[config.mk]
export PLATFORM = sky130hd
export DESIGN_NAME = hex_entry
export DESIGN_NICKNAME = d
export VERILOG_FILES = /design/src/rtl/hex_entry_pkg.sv /design/src/rtl/hex_entry_key_debounce.sv /design/src/rtl/hex_entry.sv
export SDC_FILE = /design/constraint.sdc
export NUM_CORES = 1
export LEC_CHECK = 0
export CORE_ASPECT_RATIO = 1.1
export CORE_UTILIZATION = 64
export CTS_BUF_LIST = sky130_fd_sc_hd__clkbuf_8
export CTS_CLUSTER_DIAMETER = 60
export DETAILED_ROUTE_END_ITERATION = 16
export PLACE_DENSITY_LB_ADDON = 0.1
export REMOVE_ABC_BUFFERS = 1
export SLEW_MARGIN = 20
export SYNTH_ARGS = -nofsm -noshare
export SYNTH_HDL_FRONTEND = slang
export SYNTH_SLANG_ARGS = --single-unit
[constraint.sdc]
create_clock -name clk -period 6.8 [get_ports clk]
set_input_delay 1.7 -clock clk [delete_from_list [all_inputs] [get_ports clk]]
set_output_delay 1.7 -clock clk [all_outputs]
set_load 0.005 [all_outputs]
[src/rtl/hex_entry_pkg.sv]
// Shared definitions for the hex word entry block: data widths, FSM state
// encoding, the default debounce interval and the digit-load helper.
package hex_entry_pkg;

    localparam int DATA_W           = 15;
    localparam int DIGITS           = 4;
    localparam int DIGIT_W          = $clog2(DIGITS);
    // 10 ms at a 50 MHz system clock.
    localparam int DEBOUNCE_DEFAULT = 500000;

    typedef enum logic [1:0] {
        ST_ENTRY      = 2'd0,
        ST_WAIT_SPACE = 2'd1,
        ST_WRITE      = 2'd2
    } state_t;

    // Replace one hex digit of the word under construction. The top digit
    // only has three bits of room, so nib[3] is dropped there.
    function automatic logic [DATA_W-1:0] load_digit(
        input logic [DATA_W-1:0]  word,
        input logic [DIGIT_W-1:0] pos,
        input logic [3:0]         nib
    );
        logic [DATA_W-1:0] r;
        r = word;
        case (pos)
            2'd3:    r[14:12] = nib[2:0];
            2'd2:    r[11:8]  = nib;
            2'd1:    r[7:4]   = nib;
            default: r[3:0]   = nib;
        endcase
        return r;
    endfunction

endpackage

[src/rtl/hex_entry_key_debounce.sv]
// Raw active-low pushbutton conditioning: two-flop synchronizer, a
// run-length debouncer, and a single-cycle press pulse on an accepted 1->0
// transition. A press is only reported once the key has first been seen
// stably released, so a key held through reset stays silent until it is
// let go and pressed again. DEBOUNCE_CYCLES is expected to be >= 3 so the
// two reset-value synchronizer samples cannot arm a key that is held low.
module key_debounce
    import hex_entry_pkg::*;
#(
    parameter int DEBOUNCE_CYCLES = DEBOUNCE_DEFAULT
) (
    input  logic clk,
    input  logic rst_n,
    input  logic key_n_i,
    output logic press_o
);

    localparam int CNT_W = $clog2(DEBOUNCE_CYCLES + 1);
    localparam logic [CNT_W-1:0] CNT_MAX = CNT_W'(DEBOUNCE_CYCLES);

    logic [1:0]       sync_q;
    logic             sample;
    logic             cand_q,  cand_d;
    logic [CNT_W-1:0] cnt_q,   cnt_d;
    logic             level_q, level_d;
    logic             armed_q, armed_d;
    logic             press_q, press_d;

    assign sample  = sync_q[1];
    assign press_o = press_q;

    // Run-length tracking of the synchronized sample and level acceptance.
    // NOTE: every combinational output gets a default first so no path
    // leaves a variable unassigned, which would infer a latch.
    always_comb begin
        cand_d  = cand_q;
        cnt_d   = cnt_q;
        level_d = level_q;
        armed_d = armed_q;
        if (sample != cand_q) begin
            cand_d = sample;
            cnt_d  = CNT_W'(1);
        end else if (cnt_q != CNT_MAX) begin
            cnt_d = cnt_q + CNT_W'(1);
        end
        if (cnt_d == CNT_MAX) begin
            level_d = cand_d;
            if (cand_d) begin
                armed_d = 1'b1;
            end
        end
        press_d = armed_q & level_q & ~level_d;
    end

    // Synchronizer, debouncer state and press pulse registers.
    // NOTE: sequential state uses non-blocking assignments so every flop
    // samples the pre-edge values, independent of statement order.
    always_ff @(posedge clk or negedge rst_n) begin
        if (!rst_n) begin
            sync_q  <= 2'b11;
            cand_q  <= 1'b1;
            cnt_q   <= '0;
            level_q <= 1'b1;
            armed_q <= 1'b0;
            press_q <= 1'b0;
        end else begin
            sync_q  <= {sync_q[0], key_n_i};
            cand_q  <= cand_d;
            cnt_q   <= cnt_d;
            level_q <= level_d;
            armed_q <= armed_d;
            press_q <= press_d;
        end
    end

endmodule

[src/rtl/hex_entry.sv]
// Hex word entry: digits are dialled on the switches and loaded one at a
// time with the "next" key (most significant first); the "commit" key hands
// the assembled 15-bit word to a FIFO, waiting for space if it is full.
module hex_entry
    import hex_entry_pkg::*;
#(
    parameter int DEBOUNCE_CYCLES = DEBOUNCE_DEFAULT
) (
    input  logic              clk,
    input  logic              rst_n,
    input  logic [3:0]        sw,
    input  logic              key_next_n,
    input  logic              key_commit_n,
    input  logic              full,
    output logic [DATA_W-1:0] dataIn,
    output logic              write,
    output logic [DATA_W-1:0] preview,
    output logic [1:0]        digit_pos,
    output logic              pending
);

    localparam logic [DIGIT_W-1:0] TOP_DIGIT = DIGIT_W'(DIGITS - 1);

    logic next_ev;
    logic commit_ev;

    state_t             state_q,   state_d;
    logic [DATA_W-1:0]  preview_q, preview_d;
    logic [DATA_W-1:0]  data_q,    data_d;
    logic [DIGIT_W-1:0] digit_q,   digit_d;

    key_debounce #(
        .DEBOUNCE_CYCLES(DEBOUNCE_CYCLES)
    ) u_key_next (
        .clk    (clk),
        .rst_n  (rst_n),
        .key_n_i(key_next_n),
        .press_o(next_ev)
    );

    key_debounce #(
        .DEBOUNCE_CYCLES(DEBOUNCE_CYCLES)
    ) u_key_commit (
        .clk    (clk),
        .rst_n  (rst_n),
        .key_n_i(key_commit_n),
        .press_o(commit_ev)
    );

    // Next-state logic: digit loading, commit handshake with the FIFO, and
    // the post-write clear. Commit takes priority over a same-cycle next;
    // key events outside ENTRY are simply dropped.
    always_comb begin
        state_d   = state_q;
        preview_d = preview_q;
        data_d    = data_q;
        digit_d   = digit_q;
        case (state_q)
            ST_ENTRY: begin
                if (commit_ev) begin
                    if (full) begin
                        state_d = ST_WAIT_SPACE;
                    end else begin
                        state_d = ST_WRITE;
                        data_d  = preview_q;
                    end
                end else if (next_ev) begin
                    preview_d = load_digit(preview_q, digit_q, sw);
                    digit_d   = digit_q - DIGIT_W'(1);
                end
            end
            ST_WAIT_SPACE: begin
                if (!full) begin
                    state_d = ST_WRITE;
                    data_d  = preview_q;
                end
            end
            ST_WRITE: begin
                state_d   = ST_ENTRY;
                preview_d = '0;
                digit_d   = TOP_DIGIT;
            end
            default: begin
                state_d = ST_ENTRY;
            end
        endcase
    end

    // State, word-under-construction and FIFO data registers.
    always_ff @(posedge clk or negedge rst_n) begin
        if (!rst_n) begin
            state_q   <= ST_ENTRY;
            preview_q <= '0;
            data_q    <= '0;
            digit_q   <= TOP_DIGIT;
        end else begin
            state_q   <= state_d;
            preview_q <= preview_d;
            data_q    <= data_d;
            digit_q   <= digit_d;
        end
    end

    // The write strobe and pending flag are decoded straight from the state
    // register, so both are glitch-free and last exactly as long as the state.
    assign write     = (state_q == ST_WRITE);
    assign pending   = (state_q == ST_WAIT_SPACE);
    assign dataIn    = data_q;
    assign preview   = preview_q;
    assign digit_pos = digit_q;

endmodule

=== Word level (Yosys, flattened, before mapping) ===
Cells that the tools add are included.

* Flip-flop bits (word level): 84
* Output and inout bits: 34
* Word-level logic and storage cells: 85

* $add $sub $neg: 3
* Eq/ne operators: 19
* Muxes and demuxes: 25
* Bitwise operators: 6
* Reduce and logical (&&, ||, !) cells: 13

{| class="wikitable"
|+ Operators by type and width
! kind !! number
|-
| $mux W19 || 4
|-
| $mux W15 || 4
|-
| $pmux W15 S2 || 2
|-
| $add A19 B1 Y19 const B || 2
|-
| $eq A19 B19 Y1 const B || 2
|-
| $ne A19 B19 Y1 const B || 2
|-
| $reduce_and A4 Y1 || 4
|-
| $mux W4 || 3
|-
| $mux W2 || 5
|-
| $ne A2 B1 Y1 const B || 5
|-
| $pmux W2 S2 || 2
|-
| $reduce_and A2 Y1 || 4
|-
| $eq A2 B2 Y1 const B || 3
|-
| $ne A2 B2 Y1 const B || 3
|-
| $and A1 B1 Y1 || 4
|-
| $eq A2 B1 Y1 const B || 2
|-
| $mux W1 || 4
|-
| $reduce_bool A2 Y1 || 2
|-
| $mux W3 || 1
|-
| $reduce_and A3 Y1 || 1
|-
| $reduce_or A3 Y1 || 1
|-
| $logic_not A2 Y1 || 1
|-
| $ne A1 B1 Y1 || 2
|-
| $not A1 Y1 || 2
|-
| $sub A2 B1 Y2 const B || 1
|}

=== Longest topological paths before layout ===
Gate-level depths: netlist of run 1.

* Depth in word-level cells: 7
* Mapped depth: 8
* Gate-level depth less buffers: 8

=== Cells and area by module ===
Synthesis of run 1 repeated with hierarchy kept, for this count alone.

* Cell total of the unflattened synthesis: 406
* Area, all modules: 4526.8 um^2

{| class="wikitable"
|+ Modules (own cells, without submodules)
! module !! instances !! cells an instance !! area an instance (um^2)
|-
| key_debounce || 2 || 137 || 1451.4
|-
| hex_entry || 1 || 132 || 1624.1
|}

=== Least setup slack after synthesis of run 1 ===
No wires, ideal clock.

* Path type: input to register
* From: input full
* To: register data_q[1], in the netlist dataIn[1]
* Setup time: 125 ps
* Data arrival time: 2986 ps
* Slack: 3689 ps
* Stages on the path: 3
* Buffers on the path: 1
* Cell sequence: nor3_1 clkbuf_1 mux2_2

* Longest elaborated chain between the ends: 3

{| class="wikitable"
|+ RTL lines
! what !! RTL line !! source
|-
| start, declared || hex_entry.sv:14 || <nowiki>input logic full,</nowiki>
|-
| $mux W15 (*) || -- ||
|-
| $mux W15 || -- ||
|-
| $pmux W15 S2 (*) || -- ||
|-
| end signal, assigned || hex_entry.sv:99 || <nowiki>data_q <= data_d;</nowiki>
|-
| end, declared || hex_entry.sv:29 || <nowiki>logic [DATA_W-1:0] data_q, data_d;</nowiki>
|}

Every way passes the cells marked *; elsewhere a longest branch is shown, timed or not. The select of a mux whose other input is x is not followed.
A chain may end at the register's enable or synchronous reset.

=== Worst setup path in the final report of run 1 ===
* From: register state_q[0]
* To: output write

* Longest elaborated chain between the ends: 1

{| class="wikitable"
|+ RTL lines
! what !! RTL line !! source
|-
| start, declared || hex_entry.sv:27 || <nowiki>state_t state_q, state_d;</nowiki>
|-
| start signal, assigned || hex_entry.sv:97 || <nowiki>state_q <= state_d;</nowiki>
|-
| $eq A2 B2 Y1 || hex_entry.sv:106 || <nowiki>assign write = (state_q == ST_WRITE);</nowiki>
|-
| end, declared || hex_entry.sv:16 || <nowiki>output logic write,</nowiki>
|}

No other way between the ends.

==> impl_summary.md, run 1 <==
Worst setup path
The data required time at the worst endpoint is 5100 ps. The largest stage delay on the critical path is 590 ps. The sort of element at the start of the critical path is a register. The setup slack of the most critical reg-to-reg path is 3720 ps. The endpoint of the lowest-slack register-to-register path is u_key_commit.level_q. By startpoint and endpoint, the worst setup path is classified as register to primary output. The critical path capture point type is a primary output.

The maximum fanout count along the critical path is 13. Measured in cells, the most critical reg-to-reg path has a length of 7. Walking the worst path, the cells encountered are nand2b_1 > inv_1 > clkdlybuf4s50_1. The largest individual stage delay along the critical path comes from the cell sky130_fd_sc_hd__clkdlybuf4s50_1. The arrival time of the worst setup path is 1950 ps. The worst reg2reg path startpoint is u_key_commit.cand_q.

Yosys
The share of synthesized flip-flops with an asynchronous set or reset is 1.00. After synthesis, the share of cell area in mux cells is 0.0836. The synthesized instance count is 431.

The number of distinct standard cells referenced by the synthesized netlist is 55. Of the total synthesized cell area, the portion taken by XOR and XNOR cells is 0.0545. The number of enable flip-flop cells after synthesis is 0. The Yosys step of the flow raised 0 warnings. Synthesis inferred 84 register bits. Among all flip-flop cells after synthesis, the most frequent one is sky130_fd_sc_hd__dfrtp_1. The share of the Yosys chip area taken by registers is 0.487. The compound-cell area share of the yosys netlist is 0.0926.

Of the total synthesized cell area, the portion taken by full adders, half adders and majority gates is 0.0346. The area share of and/or/nand/nor cells after synthesis is 0.215. The synthesized netlist occupies a cell area of roughly 0.0043 sq mm. After synthesis, the largest family of logic cells by area is simple AND/OR/NAND/NOR gates.

The average cell area after synthesis is 10.1 sq um.

Global routing
The first global-routing pass estimated 14.6 mm of wire. Entering global routing, the biggest net connects 85 pins. Summed over all layers, the global routing overflow is 0. The number of antenna violations at the first check in global routing is 0.

The number of global-route vias before repair is 3193. In the global route stage, overall resource usage came out at 0.272.

STA
The final hold violation count is 0. Setup repair after global routing left no endpoint under its margin. Setup violations remaining at the end of the flow were counted as 0. The max-slew headroom at the worst pin is 0.505.

The final period demand of the worst path is 3650 ps. The final setup TNS is 0 ps. The count of pins over their slew limit is 0.

The post-layout worst setup margin is 3150 ps. The worst-margin pin slew is 741 ps. The final clock period utilization by the worst path is 0.537.

The fmax is 0.274 GHz. The clock tree skew after final layout is 9.14 ps.

Floorplanning
The I/O pin count is 43. After floorplanning, the core was sized to cover 0.00656 sq mm. The initial standard-cell utilization of the core is 0.662.

After floorplanning, the core was divided into 31 placement rows. The overall die area is 0.00711 sq mm. The floorplan step set the die width to 80.5 um. The die is around 88 um tall.

Place
The post-placement cell count is between 500 and 600. The weighted congestion reported at the end of routability-driven placement is 0.909. The worst setup slack before clock tree synthesis is 3160 ps. Once detailed placement completed, the half-perimeter wirelength came to 6.35 mm. During placement, the flow inserted port buffers numbering 42.

The instance area after placement is 0.00480 sq mm.

Final layout
The count of antenna diodes in the layout is 0. The fraction of layout instances using a drive strength above 1 is 0.114. For this run, the post-layout net count is just under 500. The area growth from synthesis to layout is 15.1%. The count of placed standard cells in the final layout, fillers left out is approximately 560. The final instance area is 0.00499 sq mm.

CTS
Counting the buffers created by CTS gives 9. The buffer type at the clock tree root is sky130_fd_sc_hd__clkbuf_8. The post-cts hold buffer count is 0. The clock tree from TritonCTS is built. The post-cts sizing count is 0. At the later pin of the worst-skew pair, clock insertion delay measures roughly 350 ps. In this run the deepest clock path goes through 2 buffers.

The total clock sinks is 84. The total number of H-tree levels is 3. The clock transition at the registers of the reported paths is ~90 ps.

The number of buffers added for setup after CTS is 0.

Drt
In the final routed layout, each cell accounts on average for ~16 um. The number of DRC markers in iteration 0 is 198. Using the TritonRoute via totals, the vias-per-cell ratio works out to roughly 6.3.

The via count of the routed design is 3475. The first-pass detailed-route iteration total is 4. For this run, design rule violations remaining after detail routing come to 0.

Wires add up to 9.14 mm. The post-detailed-route count of antenna-violating nets is 0.

Status
The run finished with clean final reports.

Power and ir drop
For this design the static power due to leakage is 2.06 nW. VDD sags by at most 176 uV. Overall power consumption after layout is estimated at 1.06 mW. Dividing total power by cell area gives a power density of 212 mW/mm^2.

Min path
The startpoint identified for the worst hold timing path is u_key_next.sync_q[0]. For hold timing, the worst endpoint is u_key_next.sync_q[1]. The worst hold path class is register to register. The worst hold path passes through 0 cells.

Flow run
The max-cap violation count is 0.
-- critical path: cells and delay by family (launching register included) --
family	cells	cell delay (ps)
flops	1	480
buf+inv	2	910
simple gates	1	220
-- flip-flops by register name (all words and copies together) (netlist names) --
signal	flops
u_key_next.level_q	1
u_key_commit.sync_q	2
u_key_commit.level_q	1
u_key_next.cnt_q	19
state_q	2
u_key_commit.cnt_q	19
u_key_commit.armed_q	1
dataIn	15
preview	15
u_key_next.cand_q	1
u_key_next.press_o	1
digit_pos	2
u_key_next.armed_q	1
u_key_next.sync_q	2
u_key_commit.cand_q	1
u_key_commit.press_o	1
-- cell type report --
class | instances | area (sq um)
Clock buffer | 9 | 124
Tap cell | 82 | 103
Clock inverter | 7 | 58.8
Multi-Input combinational cell | 311 | 2090
Sequential cell | 84 | 2110
Timing Repair Buffer | 42 | 422
Inverter | 20 | 75.1
Fill cell | 460 | 1560
-- worst max path at each step --
stage / start / cells after the start / end / slack, ps
CTS: state_q[0] / 3 / write / 3150
global placement: full / 3 / dataIn[10] / 3210
finish: state_q[0] / 3 / write / 3150
floorplan: full / 2 / dataIn[0] / 3430
global route: state_q[0] / 3 / write / 3030
detailed placement: full / 3 / dataIn[13] / 3160
-- synth_stat cells, drive strengths merged (12+ instances only) --
cell	number	area, sq um
clkbuf	13	50.0
dfrtp	74	1850
ha	12	150
inv	19	71.3
mux2	18	203
mux2i	16	160
nand2	23	86.3
nand3	19	95.1
nor2	61	229
nor3	12	60.1
nor4	12	75.1
o21ai	15	75.1
xnor2	24	210
-- stage by stage --
step / hold slack, ps / util
finish: 360 / 0.761
global route: 363 / 0.761
CTS: 360 / 0.760
detailed placement: 347 / 0.732
global placement: 346 / 0.732
floorplan: 345 / -
-- layer usage --
metal	wire length [um]	GRT usage	up-vias
li1	-	-	1600
met1	3970	0.364	1706
met2	4460	0.433	146
met3	501	0.0505	23
met4	204	0.125	0
met5	0	0	-
-- cell usage in the layout (no fill, tap or decap), drive strengths merged, types with 6 or more instances in the layout --
cell type,instances
a21oi,7
clkbuf,9
clkdlybuf4s50,41
dfrtp,74
dfstp,10
ha,12
inv,23
mux2,18
mux2i,16
nand2,23
nand2b,8
nand3,19
nand4,10
nor2,61
nor3,12
nor4,12
nor4b,6
o21ai,15
xnor2,24
-- logic make-up after synthesis --
| family | Yosys count |
|---|---|
| multiplexers | 34 |
| adder cells (fa/ha/maj) | 12 |
| AO/OA/AOI/OAI | 58 |
| buffers and inverters | 36 |
| XOR/XNOR | 27 |
| flip-flops | 84 |
| AND/OR/NAND/NOR | 180 |
-- where the power goes --
part	switching, mW	internal (mW)
registers	0.0349	0.523
logic	0.102	0.0628
clock network	0.196	0.139
total	0.333	0.725
Power figures use the tool's default switching activity.
==> inputs of run 2 (changes only) <==
--- a/config.mk
+++ b/config.mk
@@ -6,7 +6,7 @@
 export NUM_CORES = 1
 export LEC_CHECK = 0
 export CORE_ASPECT_RATIO = 1.1
-export CORE_UTILIZATION = 64
+export CORE_UTILIZATION = 59
 export CTS_BUF_LIST = sky130_fd_sc_hd__clkbuf_8
 export CTS_CLUSTER_DIAMETER = 60
 export DETAILED_ROUTE_END_ITERATION = 16
==> constraint.sdc (replaced) <==
create_clock -name clk -period 3.5 [get_ports clk]
set_input_delay 0.875 -clock clk [delete_from_list [all_inputs] [get_ports clk]]
set_output_delay 0.875 -clock clk [all_outputs]
set_load 0.005 [all_outputs]
==> run 2 against run 1 <==
  * Combinational power up 87%
  * Sequential cell count did not move
  * Via count shrank 2.5%
  * Utilization fell by 4.0 points
  * Largest power group unchanged
==> impl_summary.md, run 2 (synthesis gave the netlist of run 1 again) <==
CTS
TritonCTS built the clock tree. The buffer type at the clock tree root is sky130_fd_sc_hd__clkbuf_8. The maximum count of clock buffers along a single path came to 2 (unchanged). The total clock sinks is 84 (unchanged).

The number of buffers inserted during clock tree synthesis is 9 (unchanged). The post-cts sizing count is 0 (unchanged). The number of buffers added for setup after CTS is 0 (unchanged). The worst-skew pair later-pin latency came to 360 ps (about the same). The clock transition at the registers of the reported paths came to 80 ps (about the same). The post-cts hold buffer count is 0 (unchanged). The total number of H-tree levels is 3 (unchanged).

Power and ir drop
The peak supply drop is 409 uV (+130%). The leakage power summed over all cells came to 2.11 nW (+2.5%). The power density relative to cell area is 449 mW/mm^2 (+110%).

Worst setup path
The slowest stage of the critical path is the sky130_fd_sc_hd__clkdlybuf4s50_1 cell. Walking the worst path, the cells encountered are nand2b_1 > inv_1 > clkdlybuf4s50_1. STA classifies the critical path endpoint as a primary output. The sort of element at the start of the critical path is a register. The arrival time of the worst setup path was 1970 ps (+20 ps). The data required time at the worst endpoint is 2620 ps (-2480 ps).

The maximum fanout count along the critical path was 13 (unchanged). The type of the setup path with the least slack is register to primary output. The length in cells of the worst reg-to-reg path came to 7 (unchanged).

The largest stage delay on the critical path came to 590 ps (about the same).

Floorplanning
The number of rows in the core area is 32 (+3.2%). The initial standard-cell utilization of the core is 0.616 (-0.0462). The floorplan die height is 91.9 um (+4.1%).

The width of the die was 83.8 um (+4.0%). The overall die area is 0.00770 sq mm (+8.3%). The placeable core region is 0.00705 sq mm (+7.5%). The I/O pin count is 43 (unchanged).

Drt
The total wire length after detailed routing came to 8.93 mm (-2.3%). The first-pass detailed-route iteration total is 5 (+1). The number of DRC markers in iteration 0 is 248 (+25%). The via count of the routed design is 3389 (-2.5%).

The post-detailed-route count of antenna-violating nets is 0 (unchanged). The post-detailed-route DRC marker count came to 0 (unchanged). The average detailed-routed wire length per instance came to 15.9 um (-3.1%). The detail-routed via count per cell is 6.05 (-3.3%).

STA
The count of pins over their slew limit is 0 (unchanged). The final hold violation count is 0 (unchanged). For the finished layout, the period the worst path requires is 2840 ps. The max-slew headroom at the worst pin is 0.521 (+0.0164).

Setup repair after global routing left no endpoint under its margin. Derived from the worst setup path, the maximum achievable clock frequency is 0.352 GHz. The final clock period utilization by the worst path is 0.813. The clock tree skew after final layout was 14.9 ps (+5.72 ps). The worst-margin pin slew is 718 ps (-22.2 ps). The number of endpoints failing setup at the final stage is 0 (unchanged). The final setup TNS is 0 ps (unchanged).

Status
The run finished with clean final reports.

Final layout
The count of antenna diodes in the layout is 0 (unchanged). In the final layout, the registers with the most flip-flops are u_key_commit.cnt_q (19), u_key_next.cnt_q (19). The area growth from synthesis to layout is 17.2%. The final core utilization is 0.722 (-0.0398). The fraction of layout instances using a drive strength above 1 came to 0.116 (+0.00162). The count of placed standard cells in the final layout, fillers left out is 560 (+0.90%). In the layout the commonest cells are sky130_fd_sc_hd__dfrtp_1 (74), sky130_fd_sc_hd__nor2_1 (61), sky130_fd_sc_hd__clkdlybuf4s50_1 (41).

The layout net count is 491 (+0.41%). The library cell used most frequently in the layout, excluding fill and tap cells, is sky130_fd_sc_hd__dfrtp_1.

Global routing
The number of antenna violations at the first check in global routing came to 0 (unchanged). The largest net degree at the start of global routing is 85 (unchanged). The number of global-route vias before repair is 3252 (+1.8%). The total grt overflow is 0 (unchanged). The total track usage is 0.249 (-0.0229). The wire length of the first global-routing pass is 15.3 mm (+4.7%).

Place
The count of port buffers added during placement is 42 (unchanged). The weighted congestion reported at the end of routability-driven placement is 0.884 (-2.8%). The HPWL reported at the end of detailed placement is 6.19 mm (-2.6%). The post-placement cell count came to 544 (+0.93%).

Flow run
The max-cap violation count came to 0 (unchanged).

Min path
The count of cells along the worst hold path is 0 (unchanged). The path class of the tightest hold or removal check is register to register.
run 2: layer usage:
layer | global-route usage | wire, um
met1 | 0.332 | 4010
met2 | 0.407 | 4280
met3 | 0.0441 | 493
met4 | 0.0960 | 137
met5 | 0 | 0
run 2: path summary, 6_finish.rpt:
kind | from | to | slack, ps
max | state_q[0] | write | 660
min | u_key_next.sync_q[0] | u_key_next.sync_q[1] | 360
max reg2reg | u_key_commit.cand_q | u_key_commit.level_q | 700
min reg2reg | u_key_next.sync_q[0] | u_key_next.sync_q[1] | 360
max in group asynchronous | rst_n | u_key_commit.cnt_q[3] | 2460
min in group asynchronous | rst_n | dataIn[9] | 540
run 2: cell type report:
| class | count | area (sq um) |
|---|---|---|
| tap | 85 | 106 |
| multi-input combinational | 311 | 2090 |
| sequential | 84 | 2110 |
| timing repair buffer | 44 | 437 |
| clock inverter | 7 | 140 |
| clock buffer | 9 | 124 |
| inverter | 20 | 75.1 |
| fill | 536 | 1960 |
run 2: worst max-delay path: cells and delay by family (launching register included):
family | cells | cell delay [ps]
flip-flops | 1 | 500
AND/OR/NAND/NOR | 1 | 230
buffers and inverters | 2 | 900
run 2: where the power goes:
group	switching [mW]	internal [mW]	total [mW]
clock network	0.348	0.545	0.893
registers	0.0672	1.02	1.08
logic	0.186	0.123	0.309
total	0.602	1.68	2.29
run 2: stage by stage:
step | cell area (sq um) | setup WS [ps] | hold slack [ps] | total power [mW]
final | 5080 | 656 | 360 | 2.29
after global routing | 5080 | 464 | 363 | 2.39
after detailed placement | 4820 | 669 | 347 | 1.41
after CTS | 5080 | 646 | 361 | 2.30
after global placement | 4820 | 761 | 347 | 1.39
after floorplan | 4270 | 956 | 345 | 1.29
